$ cat config.mk
export PLATFORM = sky130hd
export DESIGN_NAME = counter_fsm
export DESIGN_NICKNAME = d
export VERILOG_FILES = /design/src/rtl/counter_fsm_pkg.sv /design/src/rtl/counter_fsm_cnt.sv /design/src/rtl/counter_fsm.sv
export SDC_FILE = /design/constraint.sdc
export NUM_CORES = 1
export LEC_CHECK = 0
export ABC_AREA = 0
export ABC_CLOCK_PERIOD_IN_PS = 3550
export CAP_MARGIN = 20
export CORE_AREA = 5 5 42 44
export CTS_CLUSTER_DIAMETER = 120
export DETAILED_ROUTE_END_ITERATION = 12
export DIE_AREA = 0 0 47 49
export PLACE_DENSITY_LB_ADDON = 0.1
export SYNTH_ARGS = -nofsm -noshare
export SYNTH_HDL_FRONTEND = slang
export SYNTH_SLANG_ARGS = --single-unit
$ cat constraint.sdc
create_clock -name clk -period 3.55 [get_ports clk]
set_input_delay 0.71 -clock clk [delete_from_list [all_inputs] [get_ports clk]]
set_output_delay 0.71 -clock clk [all_outputs]
set_load 0.01 [all_outputs]
$ cat src/rtl/counter_fsm_pkg.sv
// counter_fsm_pkg: shared state type and width helper for the burst-read sequencer
package counter_fsm_pkg;
  typedef enum logic [1:0] {IDLE, COUNT, DONE} state_t;
  function automatic int cnt_width(input int len);
    return 2 ** $clog2(len);
  endfunction
endpackage

$ cat src/rtl/counter_fsm_cnt.sv
// counter_fsm_cnt: CW-bit up-counter with clear, increment and terminal flag at LEN-1
module counter_fsm_cnt import counter_fsm_pkg::*; #(
  parameter int CW  = 8,
  parameter int LEN = 8
) (
  input  logic          clk,
  input  logic          rst,
  input  logic          clr,
  input  logic          inc,
  output logic [CW-1:0] count,
  output logic          term
);
  assign term = count == CW'(LEN - 1);
  // clear has priority; otherwise count up when asked
  always_ff @(posedge clk or posedge rst)
    if (rst) count <= '0;
    else if (clr) count <= '0;
    else if (inc) count <= count + 1'b1;
endmodule

$ cat src/rtl/counter_fsm.sv
// counter_fsm: burst-read sequencer issuing COUNTER_LEN read strobes per en request (optional COUNTER_FSM_RESTART_EN lets en restart a running burst)
module counter_fsm import counter_fsm_pkg::*; #(
  parameter  int COUNTER_LEN = 8,
  localparam int CW          = cnt_width(COUNTER_LEN)
) (
  input  logic          clk,
  input  logic          rst,
  input  logic          en,
  output logic [CW-1:0] counter_out,
  output logic          read
);
  state_t state, next;
  logic   term, restart, clr, inc;
  counter_fsm_cnt #(.CW(CW), .LEN(COUNTER_LEN)) u_cnt (
    .clk(clk), .rst(rst), .clr(clr), .inc(inc), .count(counter_out), .term(term)
  );
  // state register; IDLE is the all-zero encoding so a zeroed power-up is already idle
  always_ff @(posedge clk or posedge rst)
    if (rst) state <= IDLE;
    else state <= next;
  // next state and counter control; the counter clears whenever we are not mid-burst
  always_comb begin
`ifdef COUNTER_FSM_RESTART_EN
    restart = en;
`else
    restart = 1'b0;
`endif
    next = (state == IDLE)  ? (en ? COUNT : IDLE) :
           (state == COUNT) ? ((restart || !term) ? COUNT : DONE) :
           (state == DONE)  ? (restart ? COUNT : IDLE) : IDLE;
    clr  = (state != COUNT) || restart;
    inc  = (state == COUNT) && !term;
  end
  // read strobe registered from the upcoming state so it aligns with COUNT
  always_ff @(posedge clk or posedge rst)
    if (rst) read <= 1'b0;
    else read <= next == COUNT;
endmodule

# ---- Word-level counts from Yosys, hierarchy flattened
# Cells that the tools add are included.
dict set report op_classes {
  add_sub_neg 1
  eq_ne 4
  n_mux 6
  reduce_logical 4
}
# operator n
set op_table {}
lappend op_table {{$mux W8} 2}
lappend op_table {{$add A8 B1 Y8 const B} 1}
lappend op_table {{$eq A8 B3 Y1 const B} 1}
lappend op_table {{$mux W2} 3}
lappend op_table {{$eq A2 B1 Y1 const B} 2}
lappend op_table {{$logic_not A2 Y1} 1}
lappend op_table {{$ne A2 B1 Y1 const B} 1}
lappend op_table {{$reduce_bool A2 Y1} 1}
lappend op_table {{$logic_and A1 B1 Y1} 1}
lappend op_table {{$logic_not A1 Y1} 1}
lappend op_table {{$mux W1} 1}
dict set report word_totals {
  ff_bits 11
  input_bits 3
  output_inout_bits 9
  wordCells 18
}

# ---- Logic depth before layout (Yosys ltp)
# Gate-level depths: netlist (run 1).
dict set report depth {
  ltp_word 5
  mapped_depth 4
  ltp_nobuf 4
}

# ---- Modules after synthesis
# A second synthesis (run 1) with hierarchy kept.
dict set report unflattened {
  hier_cells 52
  hier_area_um2 524.3
}
# module n_inst cells_each area_each_um2 seq_area_each_um2
set by_module_without_submodules {}
lappend by_module_without_submodules {counter_fsm_cnt 1 40 405.4 200.2}
lappend by_module_without_submodules {counter_fsm 1 12 118.9 75.1}

# ---- Least setup slack after synthesis (run 1)
# Ideal clock, no wire load.
dict set report synth_timing {
  kind {register -> register}
  from {register u_cnt.count[0]}
  to {register u_cnt.count[2]}
  setup_time_ns 0.080
  arrival_time_ns 1.320
  required_ns 3.470
  setup_slack_ns 2.150
  stages_incl_launch_ff 5
  path_buffers 0
  synth_period_minus_slack_ns 1.400
  cell_sequence {dfrtp_1 ha_1 nand4bb_1 or2_4 a31oi_4}
}
dict set report synth_via {
  elab_chain_cells 4
  word_cells_on_any_way 7
  cone_classes {add/sub: 1; eq/ne: 1; mux: 2; reduce/logical: 3}
}
# element line_no
set synth_rtl {}
lappend synth_rtl {{start, declared} counter_fsm_cnt.sv:10} ;# output logic [CW-1:0] count,
lappend synth_rtl {{start signal, assigned} counter_fsm_cnt.sv:18} ;# else if (inc) count <= count + 1'b1;
lappend synth_rtl {{branches (longest 4 deep; another with $add A8 B1 Y8)} -}
# Several ways; the timed one is not identified. The select of a mux whose other input is x is not followed.
# A chain may end at the register's enable or synchronous reset.

# ---- Final worst setup path (run 1)
dict set report layout_timing {
  from {register u_cnt.count[2]}
  to {output counter_out[2]}
}
# element line_no
set layout_lines {}
lappend layout_lines {{end, declared} counter_fsm.sv:9} ;# output logic [CW-1:0] counter_out,
# No word-level cell between the ends.

==> summary.md, run 1 <==
| Metric | Value |
|---|---|
| Max-slew violation count | `0` |
| Post-Synth Simple-Gate Area | `24.17%` |
| Critical Path Start Type | `flop` |
| Max-Cap Viols | `0` |
| Leak pwr | `0.2737 nW` |
| Wirelength per Cell | `13.28 um` |
| Fin Hold WS | `0.4723 ns` |
| GRT overflow | `0` |
| Synth cell types | `22` |
| Critical path peak fanout | `7` |
| WHS Endpoint | `state[0]` |
| Fmax | `0.4896 GHz` |
| Worst hold path type | `flop to flop` |
| Arrival @ worst endpoint | `1.33 ns` |
| Total Neg Setup Slack | `0 ns` |
| Clk root buf | `clkbuf_4` |
| Post-synthesis xor/xnor area fraction | `3.318%` |
| Pwr/cell area | `743.5 nW/um2` |
| Port buffer count | `11` |
| IO Count | `12` |
| DIE AREA | `2303 um2` |
| Synth Net Count | `54` |
| Share of cells above drive strength 1 | `10.77%` |
| Number of remaining DRC errors | `0` |
| Crit-path max cell delay | `0.58 ns` |
| Vias | `432` |
| Number of routed nets with antenna violations | `0` |
| Worst endpoint required time | `2.84 ns` |
| Layout area overhead | `29.86%` |
| Initial Utilization | `37.68%` |
| Cells after synthesis | `50` |
| Mean post-synth cell area | `10.56 um2` |
| Status | `finished, final reports clean` |
| Post-Layout Cell Count | `81` |
| Buf/Inv on CP | `1` |
| Routability Congestion | `0.7885` |
| Largest net degree at the start of global routing | `12` |
| Largest family of logic cells by synthesized area | `simple AND/OR/NAND/NOR gates` |
| Worst path cell trace | `clkdlybuf4s50_1` |
| Slowest-stage cell, CP | `clkdlybuf4s50_1` |
| Synth Area in Adders | `2.370%` |
| Reg-to-Reg Start | `u_cnt.count[0]` |
| Nets | `70` |
| Fillers | `140` |
| CTS hold repair buffers | `0` |
| Num rows | `14` |
| Setup Buffers After CTS | `0` |
| CTS buffer count | `3` |
| Crit path max-delay family | `buffers and inverters` |
| RSZ-0062 raised after global routing | `false` |
| TritonCTS clock tree | `done` |
| Placed cell count | `77` |
| Post-CTS resize count | `0` |
| #FFs+latches synth | `11` |
| Final Cycle Share | `57.53%` |
| GRT Total Usage | `11.74%` |
| Mapped Area | `528.0 um2` |
| DP Wirelength | `776.4 um` |
| Worst-case headroom to the max-slew limit | `72.10%` |
| Final setup violation count | `0` |
| Worst skew pair latency | `0.27 ns` |
| Min Tclk post-route | `2.042 ns` |
| Critical hold path startpoint | `state[1]` |
| Compound-Gate Fraction of Synth Area | `17.30%` |
| Fraction of synthesized area in multiplexers | `0%` |
| CTS Buffer Depth | `2` |
| Clk slew on worst S/H paths | `0.07 ns` |
| Seq/Total Area, Yosys | `52.13%` |
| Warnings from Yosys | `0` |
| Skew final | `0.002976 ns` |
| Ant diodes | `0` |
| DRT iter0 DRCs | `17` |
| Crit path capture type | `output pin` |
| Reg-to-reg critical path endpoint | `u_cnt.count[2]` |
| Worst vdd rail ir drop | `296.4 uV` |
| R2R cell count | `4` |
| Worst-margin pin slew | `0.4180 ns` |
| Sink Count | `11` |
| First-pass GRT wire length | `1.932 mm` |
| Die height | `49 um` |
| Hold Path Stages | `1` |
| Vias in the first global route | `433` |
| Initial antenna violation count | `0` |
| Die width | `47 um` |
| H-tree depth | `1` |
| Reg2Reg Setup Slack | `2.05 ns` |
| CORE AREA | `1401 um2` |
| Via-to-Cell Ratio | `5.333` |
| Final wirelength | `1.076 mm` |
| Drt pass-1 iters | `4` |
| Final hold vios | `0` |
| Critical path class | `flop to output pin` |
==> cells by family (layout without fill, tap and decap cells) <==
logic type	after synthesis	count (layout)
buf+inv	1	16
simple gates	22	22
compound gates	13	13
flops	11	11
xor+xnor	2	2
fa+ha+maj	1	1
==> layer usage <==
metal  share of wire, %  vias up  track usage, %
met5                  0        -               0
met4                3.5        0           8.295
met3                4.4        5           2.214
met2                 43        9           15.16
met1                 49      202           16.78
li1                   -      216               -
==> where the power goes <==
part / switching (mW) / internal, mW / total [mW]
Combinational: 0.107 / 0.113 / 0.219
Sequential: 0.0433 / 0.161 / 0.204
Clock: 0.0446 / 0.0418 / 0.0864
==> stage by stage <==
| step | util (%) | power, mW | cell area, um2 | setup WS [ns] |
|---|---|---|---|---|
| finish | 48.93 | 0.5098 | 685.7 | 1.508 |
| global route | 48.93 | 0.5505 | 685.7 | 1.440 |
| CTS | 48.93 | 0.5182 | 685.7 | 1.492 |
| detailed placement | 46.96 | 0.4272 | 658.1 | 1.793 |
| global placement | 46.96 | 0.4256 | 658.1 | 1.808 |
| floorplan | - | 0.3382 | 528.0 | 2.150 |
==> layout by cell type, fill, tap and decap left out, drive strengths merged <==
| master | n |
|---|---|
| nand4bb | 1 |
| a211oi | 3 |
| or2 | 1 |
| or3 | 4 |
| o211ai | 1 |
| nor2b | 1 |
| xor2 | 2 |
| nor2 | 4 |
| nor3b | 1 |
| clkbuf | 3 |
| clkdlybuf4s50 | 11 |
| nor3 | 2 |
| nand2b | 1 |
| nand2 | 3 |
| o21ai | 6 |
| a21oi | 2 |
| clkinv | 1 |
| ha | 1 |
| nand4 | 1 |
| a31oi | 1 |
| inv | 1 |
| nand3 | 3 |
| dfrtp | 11 |
==> synthesized netlist by cell type, drive strengths merged <==
library cell	instances	area, um2
a211oi	3	22.52
a21oi	2	10.01
a31oi	1	21.27
dfrtp	11	275.3
ha	1	12.51
inv	1	3.750
nand2	3	11.26
nand2b	1	6.260
nand3	3	15.01
nand4	1	6.260
nand4bb	1	11.26
nor2	4	15.01
nor2b	1	6.260
nor3	2	10.01
nor3b	1	7.510
o211ai	1	7.510
o21ai	6	30.02
or2	1	8.760
or3	4	30.03
xor2	2	17.52
==> worst register-to-register path, stage by stage, from the launching register on <==
cell and delay [ns]:
dfrtp_1 0.40, ha_1 0.30, nand4bb_1 0.24, or2_4 0.32
a31oi_4 0.18
==> how the worst max path moves through the flow <==
stage | from | end | cells past startpoint | slack (ns)
CTS | u_cnt.count[2] | counter_out[2] | 1 | 1.49
global placement | u_cnt.count[2] | counter_out[2] | 1 | 1.81
floorplan | u_cnt.count[0] | u_cnt.count[2] | 4 | 2.15
detailed placement | u_cnt.count[2] | counter_out[2] | 1 | 1.79
global route | u_cnt.count[2] | counter_out[2] | 1 | 1.44
finish | u_cnt.count[2] | counter_out[2] | 1 | 1.51
==> sequential cells by signal, summed over array words and instances, names as in the netlist <==
name and cells:
u_cnt.count 8, read 1, state 2
==> area by class of cell <==
type                    count  area [um2]  share of cell area (%)
inverters                   1       3.754                  0.5474
well taps                  16       20.02                   2.920
clock inverters             1       5.005                  0.7299
clock buffers               3       22.52                   3.285
multi-input cells          38       249.0                   36.31
flip-flops and latches     11       275.3                   40.15
repair buffers             11       110.1                   16.06
(Power assumes the default switching activity.)
==> run 2: changes to the inputs <==
- ABC_CLOCK_PERIOD_IN_PS: 3550 -> 1900
- clock period: 3.55 -> 1.9 ns (I/O delays scaled with it)
==> run 2 against run 1 <==
  * Critical path depth is the same
  * Final area shrank 0.18%
  * Power grew 88%
  * Sequential power grew 91%
  * Core utilization shrank 0.089 points
  * Global-route usage grew 0.57 points
  * Combinational power grew 87%
  * Die area is the same
  * Critical endpoint unchanged
  * Largest power group unchanged
  * Highest routed layer unchanged
==> summary.md, run 2 (synthesized netlist as in run 1, its figures left out) <==
| Metric | Value |
|---|---|
| Post-CTS resize count | `0 (unchanged)` |
| Worst vdd rail ir drop | `768.6 uV (+160%)` |
| Routability Congestion | `0.7708 (-2.2%)` |
| Multi-input gate area | `249.0 um2 (unchanged)` |
| Initial Utilization | `37.68% (unchanged)` |
| DP Wirelength | `884.3 um (+14%)` |
| Status | `finished, final reports clean` |
| Worst endpoint required time | `1.52 ns (-1.32 ns)` |
| Placed cell area | `658.1 um2 (unchanged)` |
| Critical path class | `flop to output pin` |
| Worst-case headroom to the max-slew limit | `72.54% (+0.43 points)` |
| Worst hold path type | `input port to async pin` |
| Setup Buffers After CTS | `0 (unchanged)` |
| Top flop regs | `u_cnt.count: 8 flops, state: 2 flops, read: 1 flops` |
| Most frequent cells in the layout | `11 x clkdlybuf4s50_1, 11 x dfrtp_1, 5 x o21ai_0` |
| Critical path peak fanout | `7 (unchanged)` |
| Arrival @ worst endpoint | `1.35 ns (+0.02 ns)` |
| Clk slew on worst S/H paths | `0.07 ns (about the same)` |
| DIE AREA | `2303 um2 (unchanged)` |
| NetSw | `0.3673 mW (+89%)` |
| Max-slew violation count | `0 (unchanged)` |
| Vias in the first global route | `430 (-0.69%)` |
| Crit-path max cell delay | `0.59 ns (about the same)` |
| Most flop-heavy register | `u_cnt.count` |
| Pwr/cell area | `1402 nW/um2 (+89%)` |
| Worst-margin pin slew | `0.4115 ns (-0.006474 ns)` |
| Drt pass-1 iters | `2 (-2)` |
| Slowest-stage cell, CP | `clkdlybuf4s50_1` |
| Via-to-Cell Ratio | `5.444 (+2.1%)` |
| Min Tclk post-route | `1.732 ns` |
| RSZ-0062 raised after global routing | `false` |
| FF/Latch Area | `275.3 um2 (unchanged)` |
| Share of cells above drive strength 1 | `9.231% (-1.5 points)` |
| Vias | `441 (+2.1%)` |
| Combinational fraction of design power | `42.7% (-0.3 points)` |
| Port buffer count | `11 (unchanged)` |
| Wirelength per Cell | `14.94 um (+12%)` |
| Total power | `0.9593 mW (+88%)` |
| Setup ws final | `0.1679 ns (-1.340 ns)` |
| GRT overflow | `0 (unchanged)` |
| Leak pwr | `0.2710 nW (-1.0%)` |
| TritonCTS clock tree | `done` |
| Max-Cap Viols | `0 (unchanged)` |
| GRT Total Usage | `12.30% (+0.57 points)` |
| Fillers | `143 (+2.1%)` |
| Clock share of power | `16.6% (-0.4 points)` |
| Critical Path Start Type | `flop` |
| Flop pwr share | `40.7% (+0.7 points)` |
| Dpl ws | `0.3650 ns (-1.428 ns)` |
| Buf/Inv on CP | `1 (unchanged)` |
| Final setup violation count | `0 (unchanged)` |
| H-tree depth | `1 (unchanged)` |
| Skew final | `0.002217 ns (-0.0007588 ns)` |
| Die width | `47 um (unchanged)` |
| Worst path cell trace | `clkdlybuf4s50_1` |
| Final wirelength | `1.210 mm (+12%)` |
| Initial antenna violation count | `0 (unchanged)` |
| Clk root buf | `clkbuf_4` |
| Switching share of power | `38.29% (+0.14 points)` |
| Largest net degree at the start of global routing | `12 (unchanged)` |
| Final hold vios | `0 (unchanged)` |
| Fin Hold WS | `0.3951 ns (-0.07724 ns)` |
| First-pass GRT wire length | `2.014 mm (+4.2%)` |
| Int Power | `0.5920 mW (+88%)` |
| CTS buffer count | `3 (unchanged)` |
| Nets | `70 (unchanged)` |
| Total Neg Setup Slack | `0 ns (unchanged)` |
| Fmax | `0.5773 GHz` |
| Crit path capture type | `output pin` |
| Layout area overhead | `29.62%` |
| Final instance area | `684.4 um2 (-0.18%)` |
| CTS Buffer Depth | `2 (unchanged)` |
| Number of routed nets with antenna violations | `0 (unchanged)` |
| CTS hold repair buffers | `0 (unchanged)` |
| Num rows | `14 (unchanged)` |
| Max FFs per register | `8 (unchanged)` |
| Number of remaining DRC errors | `0 (unchanged)` |
| Worst skew pair latency | `0.27 ns (about the same)` |
| Sink Count | `11 (unchanged)` |
| Crit path max-delay family | `buffers and inverters` |
| DRT iter0 DRCs | `5 (-12)` |
| IO Count | `12 (unchanged)` |
| Final Cycle Share | `91.16%` |
| Ant diodes | `0 (unchanged)` |
| CORE AREA | `1401 um2 (unchanged)` |
| Die height | `49 um (unchanged)` |
-- run 2: cell count changes in the layout (fill, tap and decap cells not counted), sizes merged --
cell | previous run | this run
clkbuf | 3 | 4
clkinv | 1 | 0
-- run 2: metal layers --
metal | track usage, % | wire, um
met2 | 18.78 | 608
met5 | 0 | 0
met4 | 1.843 | 5
met1 | 15.65 | 521
met3 | 6.273 | 74
-- run 2: power groups by stage --
stage          clock (mW)  combinational, mW  sequential [mW]
5_1_grt             0.175              0.460            0.402
4_1_cts             0.166              0.415            0.390
3_3_place_gp            0              0.416            0.388
3_5_place_dp            0              0.413            0.393
6_report            0.159              0.410            0.390
2_1_floorplan           0              0.231            0.401
-- run 2: metrics by stage --
stage | util (%) | cells
5_1_grt | 48.84 | 81
6_report | 48.84 | 81
4_1_cts | 48.84 | 81
2_1_floorplan | - | 50
3_5_place_dp | 46.96 | 77
3_3_place_gp | 46.96 | 77
-- run 2: worst paths after layout --
check / from / to / slack (ns) / cells past startpoint
min in group clk: state[1] / read / 0.48 / 1
hold / removal: rst / state[0] / 0.40 / 2
max in group asynchronous: rst / u_cnt.count[1] / 1.22 / 2
setup / recovery: u_cnt.count[2] / counter_out[2] / 0.17 / 1
hold reg to reg: state[1] / read / 0.48 / 1
setup reg to reg: u_cnt.count[0] / state[0] / 0.35 / 4
-- run 2: area by class of cell --
class                      instances  area share [%]
sequential                        11           40.22
inverter                           1          0.5484
timing repair buffer              11           16.09
multi-input combinational         38           36.38
clock buffer                       4           3.839
tap                               16           2.925
